[config.mk]
export PLATFORM = sky130hd
export DESIGN_NAME = imem_boot_sequencer
export DESIGN_NICKNAME = d
export VERILOG_FILES = /design/src/rtl/imem_boot_sequencer.sv
export SDC_FILE = /design/constraint.sdc
export NUM_CORES = 1
export LEC_CHECK = 0
export CAP_MARGIN = 20
export CORE_MARGIN = 5
export CORE_UTILIZATION = 40
export DETAILED_ROUTE_END_ITERATION = 12
export GPL_TIMING_DRIVEN = 0
export PLACE_DENSITY_LB_ADDON = 0.08
export REMOVE_ABC_BUFFERS = 1
export SLEW_MARGIN = 20
export SYNTH_ARGS = -nofsm -noshare
export SYNTH_HDL_FRONTEND = slang
export SYNTH_SLANG_ARGS = --single-unit
[constraint.sdc]
create_clock -name i_clock -period 3.1 [get_ports i_clock]
set_input_delay 0.775 -clock i_clock [delete_from_list [all_inputs] [get_ports i_clock]]
set_output_delay 0.775 -clock i_clock [all_outputs]
set_load 0.02 [all_outputs]
[src/rtl/imem_boot_sequencer.sv]
// imem_boot_sequencer
//   Loads a program into the RISC-V core's instruction memory from a
//   valid/ready word stream, then releases the core from reset to run it.
//   The core is held in reset at all times except in RUN.
//
// Ports
//   i_clock, i_reset      clock; asynchronous active-high reset
//   i_start, i_abort      begin (re)load / return to idle (abort wins)
//   i_word_valid/_data/_last, o_word_ready   instruction word stream
//   o_core_reset          core reset
//   o_imem_load           core reset_IF_memory (memory write mode)
//   o_imem_addr           core PC_write (byte address)
//   o_imem_data           core instruction_in
//   o_words_loaded        words accepted in the current/last load
//   o_busy, o_done, o_overflow   status: loading / running / program too big
//
// state   | meaning
// IDLE    | core held in reset, waiting for start
// LOAD    | accepting words, each written to imem at the write pointer
// FLUSH   | one extra write cycle for the final word
// RELEASE | core still in reset, memory write off, counting down
// RUN     | core released
// ERROR   | program exceeded memory capacity; sticky until start/abort

module imem_boot_sequencer #(
  parameter int PC_SIZE        = 10,
  parameter int ADDR_STEP      = 4,
  parameter int RELEASE_CYCLES = 4
) (
  input  logic               i_clock,
  input  logic               i_reset,
  input  logic               i_start,
  input  logic               i_abort,
  input  logic               i_word_valid,
  input  logic [31:0]        i_word_data,
  input  logic               i_word_last,
  output logic               o_word_ready,
  output logic               o_core_reset,
  output logic               o_imem_load,
  output logic [PC_SIZE-1:0] o_imem_addr,
  output logic [31:0]        o_imem_data,
  output logic [PC_SIZE:0]   o_words_loaded,
  output logic               o_busy,
  output logic               o_done,
  output logic               o_overflow
);

  localparam int CAP  = (2 ** PC_SIZE) / ADDR_STEP;
  localparam int RC_W = (RELEASE_CYCLES > 1) ? $clog2(RELEASE_CYCLES) : 1;

  localparam logic [PC_SIZE:0]   LAST_SLOT = (PC_SIZE + 1)'(CAP - 1);
  localparam logic [PC_SIZE-1:0] STEP      = PC_SIZE'(ADDR_STEP);
  localparam logic [RC_W-1:0]    RC_INIT   = RC_W'(RELEASE_CYCLES - 1);

  typedef enum logic [2:0] {
    S_IDLE,
    S_LOAD,
    S_FLUSH,
    S_RELEASE,
    S_RUN,
    S_ERROR
  } state_t;

  state_t             r_state;
  state_t             w_next;
  logic               w_accept;
  logic [PC_SIZE-1:0] r_wptr;
  logic [RC_W-1:0]    r_rel_cnt;

  logic               r_word_ready;
  logic               r_core_reset;
  logic               r_imem_load;
  logic [PC_SIZE-1:0] r_imem_addr;
  logic [31:0]        r_imem_data;
  logic [PC_SIZE:0]   r_words_loaded;
  logic               r_busy;
  logic               r_done;
  logic               r_overflow;

  always_comb begin
    w_next   = r_state;
    // an abort in the same cycle discards the beat
    w_accept = r_word_ready && i_word_valid && !i_abort;
    if (i_abort) begin
      w_next = S_IDLE;
    end else begin
      case (r_state)
        S_IDLE:    if (i_start) w_next = S_LOAD;
        S_LOAD: begin
          if (w_accept) begin
            if (i_word_last)                       w_next = S_FLUSH;
            else if (r_words_loaded == LAST_SLOT)  w_next = S_ERROR;
          end
        end
        S_FLUSH:   w_next = S_RELEASE;
        S_RELEASE: if (r_rel_cnt == '0) w_next = S_RUN;
        S_RUN:     if (i_start) w_next = S_LOAD;
        S_ERROR:   if (i_start) w_next = S_LOAD;
        default:   w_next = S_IDLE;
      endcase
    end
  end

  // Status/control outputs are decoded from the next state so they are
  // registered yet line up with the state they describe.
  always_ff @(posedge i_clock or posedge i_reset) begin
    if (i_reset) begin
      r_state        <= S_IDLE;
      r_wptr         <= '0;
      r_rel_cnt      <= '0;
      r_word_ready   <= 1'b0;
      r_core_reset   <= 1'b1;
      r_imem_load    <= 1'b0;
      r_imem_addr    <= '0;
      r_imem_data    <= '0;
      r_words_loaded <= '0;
      r_busy         <= 1'b0;
      r_done         <= 1'b0;
      r_overflow     <= 1'b0;
    end else begin
      r_state      <= w_next;
      r_word_ready <= (w_next == S_LOAD);
      r_core_reset <= (w_next != S_RUN);
      r_imem_load  <= (w_next == S_LOAD) || (w_next == S_FLUSH);
      r_busy       <= (w_next == S_LOAD) || (w_next == S_FLUSH) || (w_next == S_RELEASE);
      r_done       <= (w_next == S_RUN);
      r_overflow   <= (w_next == S_ERROR);

      if ((w_next == S_RELEASE) && (r_state != S_RELEASE))
        r_rel_cnt <= RC_INIT;
      else if ((r_state == S_RELEASE) && (r_rel_cnt != '0))
        r_rel_cnt <= r_rel_cnt - 1'b1;

      if ((w_next == S_LOAD) && (r_state != S_LOAD)) begin
        r_wptr         <= '0;
        r_imem_addr    <= '0;
        r_imem_data    <= '0;
        r_words_loaded <= '0;
      end else if (w_accept) begin
        r_imem_addr    <= r_wptr;
        r_imem_data    <= i_word_data;
        r_wptr         <= r_wptr + STEP;
        r_words_loaded <= r_words_loaded + 1'b1;
      end
    end
  end

  assign o_word_ready   = r_word_ready;
  assign o_core_reset   = r_core_reset;
  assign o_imem_load    = r_imem_load;
  assign o_imem_addr    = r_imem_addr;
  assign o_imem_data    = r_imem_data;
  assign o_words_loaded = r_words_loaded;
  assign o_busy         = r_busy;
  assign o_done         = r_done;
  assign o_overflow     = r_overflow;

endmodule
== Word-level counts from Yosys, hierarchy flattened ==
Cells that the tools add are included.

* Multipliers: 0
* Eq/ne operators: 14
* Bitwise operators: 0
* Shift-type cells: 0
* Reduce and logical (&&, ||, !) cells: 14
* $lt $le $gt $ge: 0
* $add $sub $neg: 3
* Div/mod/pow operators: 0
* Muxes and demuxes: 17

{| class="wikitable"
|+ Operators by type and width
! kind !! number
|-
| 32-bit two-way mux || 2
|-
| 10-bit two-way mux || 4
|-
| 11-bit two-way mux || 2
|-
| 3-bit two-way mux || 6
|-
| 3-bit by 2-bit equality test with 1-bit output (second input constant) || 4
|-
| 3-bit equality test (second input constant) || 4
|-
| 3-bit case mux with 4 select lines || 1
|-
| 11-bit by 1-bit adder with 11-bit output (second input constant) || 1
|-
| 11-bit by 8-bit equality test with 1-bit output (second input constant) || 1
|-
| 10-bit by 3-bit adder with 10-bit output (second input constant) || 1
|-
| 3-bit by 1-bit equality test with 1-bit output (second input constant) || 2
|-
| 2-bit nonzero test || 3
|-
| 1-bit logical AND || 5
|-
| 2-bit two-way mux || 2
|-
| 3-bit logical NOT || 1
|-
| 3-bit by 1-bit inequality test with 1-bit output (second input constant) || 1
|-
| 3-bit by 2-bit inequality test with 1-bit output (second input constant) || 1
|-
| 3-bit inequality test (second input constant) || 1
|-
| 3-bit OR reduction || 1
|-
| 2-bit logical NOT || 1
|-
| 1-bit logical OR || 2
|-
| 2-bit by 1-bit subtractor with 2-bit output (second input constant) || 1
|-
| 1-bit logical NOT || 1
|}

* Bits in read-only memories: 0
* Word-level logic and storage cells: 60
* Bits in registers: 74
* Memories kept: 0
* Latch bits: 0
* Bits in writable memories: 0

== Longest topological paths before layout ==
Gate-level depths: netlist of run 1.

* Depth after elaboration: 9
* Gate-level depth with buffers: 6

== Least setup slack after synthesis of run 1 ==
No wires, ideal clock.

* Path type: input to register
* Start point: input port i_word_valid
* End point: register r_core_reset, in the netlist o_core_reset
* Path buffers: 1
* Setup time: 0.088 ns
* Stages: 5
* Required time: 3.012 ns
* Data arrival time: 1.815 ns
* Path slack: 1.197 ns
* Cell sequence: and3b_1 -> buf_6 -> a211oi_4 -> a31oi_2 -> or3_1

* Word-level cells in the longest chain between the ends: 6

{| class="wikitable"
|+ Ends and longest elaborated chain
! element !! RTL line !! source
|-
| from (decl) || 34 || <nowiki>input logic i_word_valid,</nowiki>
|-
| 1-bit logical AND (2 in series) || 83 || <nowiki>w_accept = r_word_ready && i_word_valid && !i_abort;</nowiki>
|-
| 3-bit two-way mux || 90 || <nowiki>if (w_accept) begin</nowiki>
|-
| 3-bit case mux with 4 select lines || 87 || <nowiki>case (r_state)</nowiki>
|-
| 3-bit two-way mux || 84 || <nowiki>if (i_abort) begin</nowiki>
|-
| 3-bit inequality test || 123 || <nowiki>r_core_reset <= (w_next != S_RUN);</nowiki>
|-
| to (signal assigned) || 123 ||
|-
| to (decl) || 71 || <nowiki>logic r_core_reset;</nowiki>
|}

Every way passes these cells.
A chain may end at the register's enable or synchronous reset.

== Final worst setup path of run 1 ==
* Start point: input port i_abort
* End point: register r_core_reset, in the netlist o_core_reset

* Word-level cells in the longest chain between the ends: 6

{| class="wikitable"
|+ Ends and longest elaborated chain
! element !! RTL line !! source
|-
| from (decl) || 33 || <nowiki>input logic i_abort,</nowiki>
|-
| 1-bit logical NOT || 83 ||
|-
| 1-bit logical AND || 83 ||
|-
| 3-bit two-way mux || 90 ||
|-
| 3-bit case mux with 4 select lines || 87 ||
|-
| 3-bit two-way mux (*) || 84 ||
|-
| 3-bit inequality test (*) || 123 ||
|}

Every way passes the cells marked *; elsewhere a longest branch is shown, timed or not.

==> out/results.tsv, run 1 <==
metric	value	unit
result of the run	finished clean	
gp weighted congestion	0.798	
max-cap viol count	0	
Crit-path slowest cell	clkdlybuf4s50_1	
CP Launch Type	input pin	
Gates resized, CTS repair	0	
Worst path max stage delay	0.61	ns
chip width	98.0	um
largest net degree at the start of global routing	61	
TritonCTS sink count	71	
worst path cell trace	clkdlybuf4s50_1, and3b_2, a211oi_4, a31oi_2, or3_1	
cell family with most CP delay	simple AND/OR/NAND/NOR gates	
EDFF count, synth	0	
drt drc	0	
fin. max-slew vios	0	
Critical Path AT	2.80	ns
Die Area	9610	um2
Post-synth top flop	dfrtp_1	
CTS tree	built	
number of routed nets with antenna violations	0	
Synth area leaders	dfrtp_1 56%, nand2_1 11%, a21oi_1 7.9%	
crit-path max FO	27	
initial antenna violation count	0	
hold_buf cts	0	
leading area contributor after synthesis	dfrtp_1	
Reg clk slew, reported paths	0.07	ns
Post-synth top cells	94 x nand2_1, 70 x dfrtp_1, 49 x a21oi_1	
final setup margin	0.557	ns
Final min period	2.54	ns
area share of the largest cell type after synthesis	0.565	
crit share post-route	0.820	
CTS buffer count	9	
Power, Total	2.31	mW
sequential share of the synthesized area	0.573	
Synth warnings	0	
Initial Util	0.405	
WS Path Type	input pin to register	
routed wire length	7450	um
core box area	7650	um2
gr ovfl total	0	
clock skew	0.00854	ns
Worst-Skew Late Latency	0.33	ns
Leakage Power	1.87	nW
share of post-route cells with drive strength above 1	0.0650	
first-pass GRT wire length	12600	um
DP Worst Slack	-0.191	ns
fmax	0.393	GHz
final setup fails	0	
# port buffers	96	
Async S/R FF share, synth	1.00	
drt via density	4.86	
Total GRT Usage	0.160	
Worst Max-Slew Pin Slew	0.667	ns
worst path bufs/invs	1	
Distinct cells, synth	38	
#FFs+latches synth	71	
num rows	32	
Root Buffer	clkbuf_8	
nets@finish	467	
Initial DRC Count	105	
crit end category	register	
fillers	662	
worst hold path class	register to register	
RSZ-0062 raised after global routing	no	
Syn Std Cell Area	3100	um2
Cells after Synth	334	
CP required	3.35	ns
vias post-DR	2591	
First-pass DRT Iterations	4	
CTS H-tree depth	3	
vias in the first global route	2533	
Bufs on Longest Clock Path	2	
Slew headroom	0.555	
Detailed Place HPWL	5100	um
final count of hold timing violations	0	
post-DR wirelength/cell	14.0	um
n_diodes	0	
count leader, synth	nand2_1	
P&R area growth vs syn	42.2	%
Power Density	523	nW/um2
worst vdd ir	0.000259	V
post-synthesis area per instance	9.28	um2
Die Height	98.0	um
I/O pins	97	
==> cells in the final DEF, fill, tap and decap left out, drive strengths merged, types with 7 or more instances in the layout <==
| master | count |
|---|---|
| a21oi | 49 |
| clkbuf | 12 |
| clkdlybuf4s50 | 96 |
| dfrtp | 70 |
| nand2 | 94 |
| nor2 | 25 |
| nor3 | 7 |
| xnor2 | 7 |
==> final timing paths <==
kind | start | end | slack, ns | cells past startpoint
max in group asynchronous | i_reset | o_imem_data[31]$_DFFE_PP0P_ | 1.76 | 3
worst min-delay path | o_imem_data[27]$_DFFE_PP0P_ | o_imem_data[27]$_DFFE_PP0P_ | 0.52 | 2
worst max register to register | o_words_loaded[0]$_DFFE_PP0P_ | o_core_reset$_DFF_PP1_ | 1.19 | 5
worst max-delay path | i_abort | o_core_reset$_DFF_PP1_ | 0.56 | 5
min in group asynchronous | i_reset | o_imem_addr[8]$_DFFE_PP0P_ | 0.80 | 2
worst min register to register | o_imem_data[27]$_DFFE_PP0P_ | o_imem_data[27]$_DFFE_PP0P_ | 0.52 | 2
==> final cells by class <==
type	instances	area, um2	area share
multi-input cells	239	1220	0.278
clock buffers	12	145	0.0329
flip-flops and latches	71	1780	0.403
clock inverters	4	70.1	0.0159
repair buffers	102	1050	0.238
inverters	3	13.8	0.00312
well taps	102	128	0.0289
==> logic make-up (layout without fill, tap and decap cells) <==
kind of cell,count (synthesis),in the layout,synth area share
AND/OR/NAND/NOR,158,158,0.226
adder cells (fa/ha/maj),3,3,0.0121
AO/OA/AOI/OAI,65,65,0.119
XOR/XNOR,13,13,0.0367
flip-flops,71,71,0.573
buffers and inverters,24,121,0.0335
==> state kept, by name, indices dropped and copies added, names as in the netlist, 2 cells and up <==
| name | cells |
|---|---|
| o_imem_addr | 9 |
| r_rel_cnt | 2 |
| o_imem_data | 32 |
| r_wptr | 8 |
| r_state | 3 |
| o_words_loaded | 11 |
==> metrics by stage <==
step                      instance area [um2]   util  cells  TNS (ns)  hold WS (ns)
final                                    4410  0.577    533         0         0.519
after global routing                     4410  0.577    533         0         0.543
after CTS                                4390  0.575    531         0         0.525
after detailed placement                 4180  0.546    515    -0.425         0.514
after global placement                   4100  0.536    511    -94.25         0.509
after floorplan                          3010      -    313         0         0.510
==> what timing repair did <==
action                     CTS  global route
hold endpoints to repair     0             0
setup endpoints to repair    0             1
setup buffers                0             2
==> layer usage <==
layer	share of wire	GRT usage	up-vias	wire length (um)
li1	-	-	1294	-
met1	0.46	0.212	1220	3440
met2	0.47	0.255	66	3500
met3	0.053	0.0379	11	398
met4	0.015	0.0596	0	113
met5	0	0	-	0
==> worst reg2reg max path, delay by kind of cell, from the launching register on <==
family | cells | cell delay [ns]
flops | 1 | 0.41
compound gates | 1 | 0.23
fa+ha+maj | 1 | 0.18
simple gates | 3 | 1.01
==> power breakdown <==
part	total, mW	internal (mW)	switching [mW]	leakage [nW]
sequential	1.05	1.00	0.0499	0.956
clock	0.801	0.474	0.328	0.110
combinational	0.453	0.220	0.233	0.803
No activity file was read; power rests on OpenSTA's default activity.
==> run 2: changes to the inputs <==
==> constraint.sdc (replaced) <==
create_clock -name i_clock -period 2.2 [get_ports i_clock]
set_input_delay 0.55 -clock i_clock [delete_from_list [all_inputs] [get_ports i_clock]]
set_output_delay 0.55 -clock i_clock [all_outputs]
set_load 0.02 [all_outputs]
==> run 2 against run 1 <==
Register-to-register slack worse by 0.76 ns. Wire length is 4.5% higher. Power is 42% higher. Via count is 0.85% higher. Sequential power is 42% higher. Sequential share of layout area is 0.10 points lower. Combinational power is 42% higher. Largest power group unchanged.
==> out/results.tsv, run 2 (synthesized netlist as in run 1, its figures left out) <==
metric	value	unit	change
max-cap viol count	0		unchanged
gp weighted congestion	0.798		unchanged
DP Worst Slack	-0.866	ns	was -0.191 ns
drt via density	4.90		was 4.86
drt drc	0		unchanged
Worst path max stage delay	0.66	ns	was 0.61 ns
Reg clk slew, reported paths	0.07	ns	about the same
first-pass GRT wire length	12700	um	was 12600 um
# port buffers	96		unchanged
Die Area	9610	um2	unchanged
final setup margin	0.202	ns	was 0.557 ns
CP Launch Type	register		was input pin
RSZ-0062 raised after global routing	no		unchanged
crit end category	output port		was register
CP required	1.65	ns	was 3.35 ns
final count of hold timing violations	0		unchanged
fmax	0.501	GHz	
result of the run	finished clean		unchanged
Critical Path Source	o_words_loaded[3]$_DFFE_PP0P_		was i_abort
Initial Util	0.405		unchanged
Crit-path slowest cell	clkdlybuf4s50_1		unchanged
worst path bufs/invs	1		unchanged
initial antenna violation count	0		unchanged
vias in the first global route	2539		was 2533
CTS tree	built		unchanged
n_diodes	0		unchanged
vias post-DR	2613		was 2591
share of post-route cells with drive strength above 1	0.0650		unchanged
crit-path max FO	6		was 27
Power Density	739	nW/um2	was 523 nW/um2
Initial DRC Count	135		was 105
Total GRT Usage	0.161		was 0.160
Die Height	98.0	um	unchanged
fillers	657		was 662
chip width	98.0	um	unchanged
TritonCTS sink count	71		unchanged
max reg flops	32		unchanged
P&R area growth vs syn	42.6	%	was 42.2%
Worst Max-Slew Pin Slew	0.670	ns	was 0.667 ns
most frequent cells in the layout	95 x clkdlybuf4s50_1, 94 x nand2_1, 70 x dfrtp_1		was 96 x clkdlybuf4s50_1, 94 x nand2_1, 70 x dfrtp_1
routed wire length	7790	um	was 7450 um
commonest non-fill, non-tap cell in the layout	clkdlybuf4s50_1		unchanged
I/O pins	97		unchanged
final setup fails	0		unchanged
CTS buffer count	9		unchanged
gr ovfl total	0		unchanged
crit share post-route	0.908		
First-pass DRT Iterations	4		unchanged
cell family with most CP delay	buffers and inverters		was simple AND/OR/NAND/NOR gates
Worst-Skew Late Latency	0.34	ns	was 0.33 ns
Leakage Power	1.88	nW	was 1.87 nW
worst vdd ir	0.000370	V	was 0.000259 V
core box area	7650	um2	unchanged
reg2reg start	o_words_loaded[0]$_DFFE_PP0P_		unchanged
CTS H-tree depth	3		unchanged
worst hold path class	register to register		unchanged
Bufs on Longest Clock Path	2		unchanged
Min Hold Slack	0.519	ns	about the same
Slew headroom	0.553		was 0.555
number of routed nets with antenna violations	0		unchanged
fin. max-slew vios	0		unchanged
post-DR wirelength/cell	14.6	um	was 14.0 um
Hold Startpoint	o_imem_data[27]$_DFFE_PP0P_		unchanged
Critical Path AT	1.45	ns	was 2.80 ns
Final min period	2.00	ns	
nets@finish	467		unchanged
clock skew	0.00882	ns	was 0.00854 ns
largest net degree at the start of global routing	61		unchanged
DP Cell Count	515		unchanged
Root Buffer	clkbuf_8		unchanged
non-filler cells, final	533		unchanged
WS Path Type	register to output port		was input pin to register
hold_buf cts	0		unchanged
worst path cell trace	clkdlybuf4s50_1		was clkdlybuf4s50_1, and3b_2, a211oi_4, a31oi_2, or3_1
Detailed Place HPWL	5100	um	unchanged
num rows	32		unchanged
run 2: changes by cell type in the layout (fill, tap and decap cells not counted), sizes merged:
cell           change
and3b              +1
clkdlybuf4s50      -1
buf                -1
dlymetal6s2s       +1
run 2: report_power, final:
| part | switching [mW] | internal (mW) |
|---|---|---|
| combinational | 0.333 | 0.310 |
| sequential | 0.0728 | 1.41 |
| clock | 0.469 | 0.667 |
run 2: worst paths after layout:
kind,to,depth (start not counted),slack (ns)
max in group asynchronous,o_imem_data[7]$_DFFE_PP0P_,3,1.09
min in group asynchronous,o_imem_addr[8]$_DFFE_PP0P_,2,0.57
worst max-delay path,o_words_loaded[3],1,0.20
worst max register to register,o_core_reset$_DFF_PP1_,5,0.43
worst min register to register,o_imem_data[27]$_DFFE_PP0P_,2,0.52
worst min-delay path,o_imem_data[27]$_DFFE_PP0P_,2,0.52
run 2: layer usage:
metal  vias to the layer above  GRT usage  share of wire
li1                       1296          -              -
met4                         0     0.0596          0.017
met5                         -          0              0
met1                      1227      0.215           0.46
met2                        77      0.256           0.47
met3                        13     0.0379          0.054
run 2: what timing repair did:
action | 4_1_cts | 5_1_grt
resized for setup | 1 | 2
buffers inserted | 1 | 0
endpoints found under the hold margin | 0 | 0
gates cloned | 0 | 1
endpoints found under the setup margin | 31 | 6
run 2: metrics by stage:
stage	utilization	cell area, um2	power (mW)	TNS [ns]
2_1_floorplan	-	3010	1.82	-13.01
3_3_place_gp	0.536	4100	2.13	-190.10
3_5_place_dp	0.546	4180	2.16	-21.42
4_1_cts	0.576	4400	3.31	0
5_1_grt	0.578	4420	3.44	0
6_report	0.578	4420	3.27	0
run 2: area by class of cell:
class | instances | area, um2 | share of cell area
clock inverters | 4 | 70.1 | 0.0159
clock buffers | 12 | 145 | 0.0328
inverters | 3 | 13.8 | 0.00311
multi-input cells | 240 | 1240 | 0.281
well taps | 102 | 128 | 0.0289
repair buffers | 101 | 1040 | 0.236
flip-flops and latches | 71 | 1780 | 0.402
==> run 3: changes to the inputs <==
--- a/config.mk
+++ b/config.mk
@@ -8,6 +8,7 @@
 export CAP_MARGIN = 20
 export CORE_MARGIN = 5
 export CORE_UTILIZATION = 40
+export CTS_CLUSTER_DIAMETER = 60
 export DETAILED_ROUTE_END_ITERATION = 12
 export GPL_TIMING_DRIVEN = 0
 export PLACE_DENSITY_LB_ADDON = 0.08
==> results of run 3 <==
Final layout, timing and power as in run 2 (identical DEF).
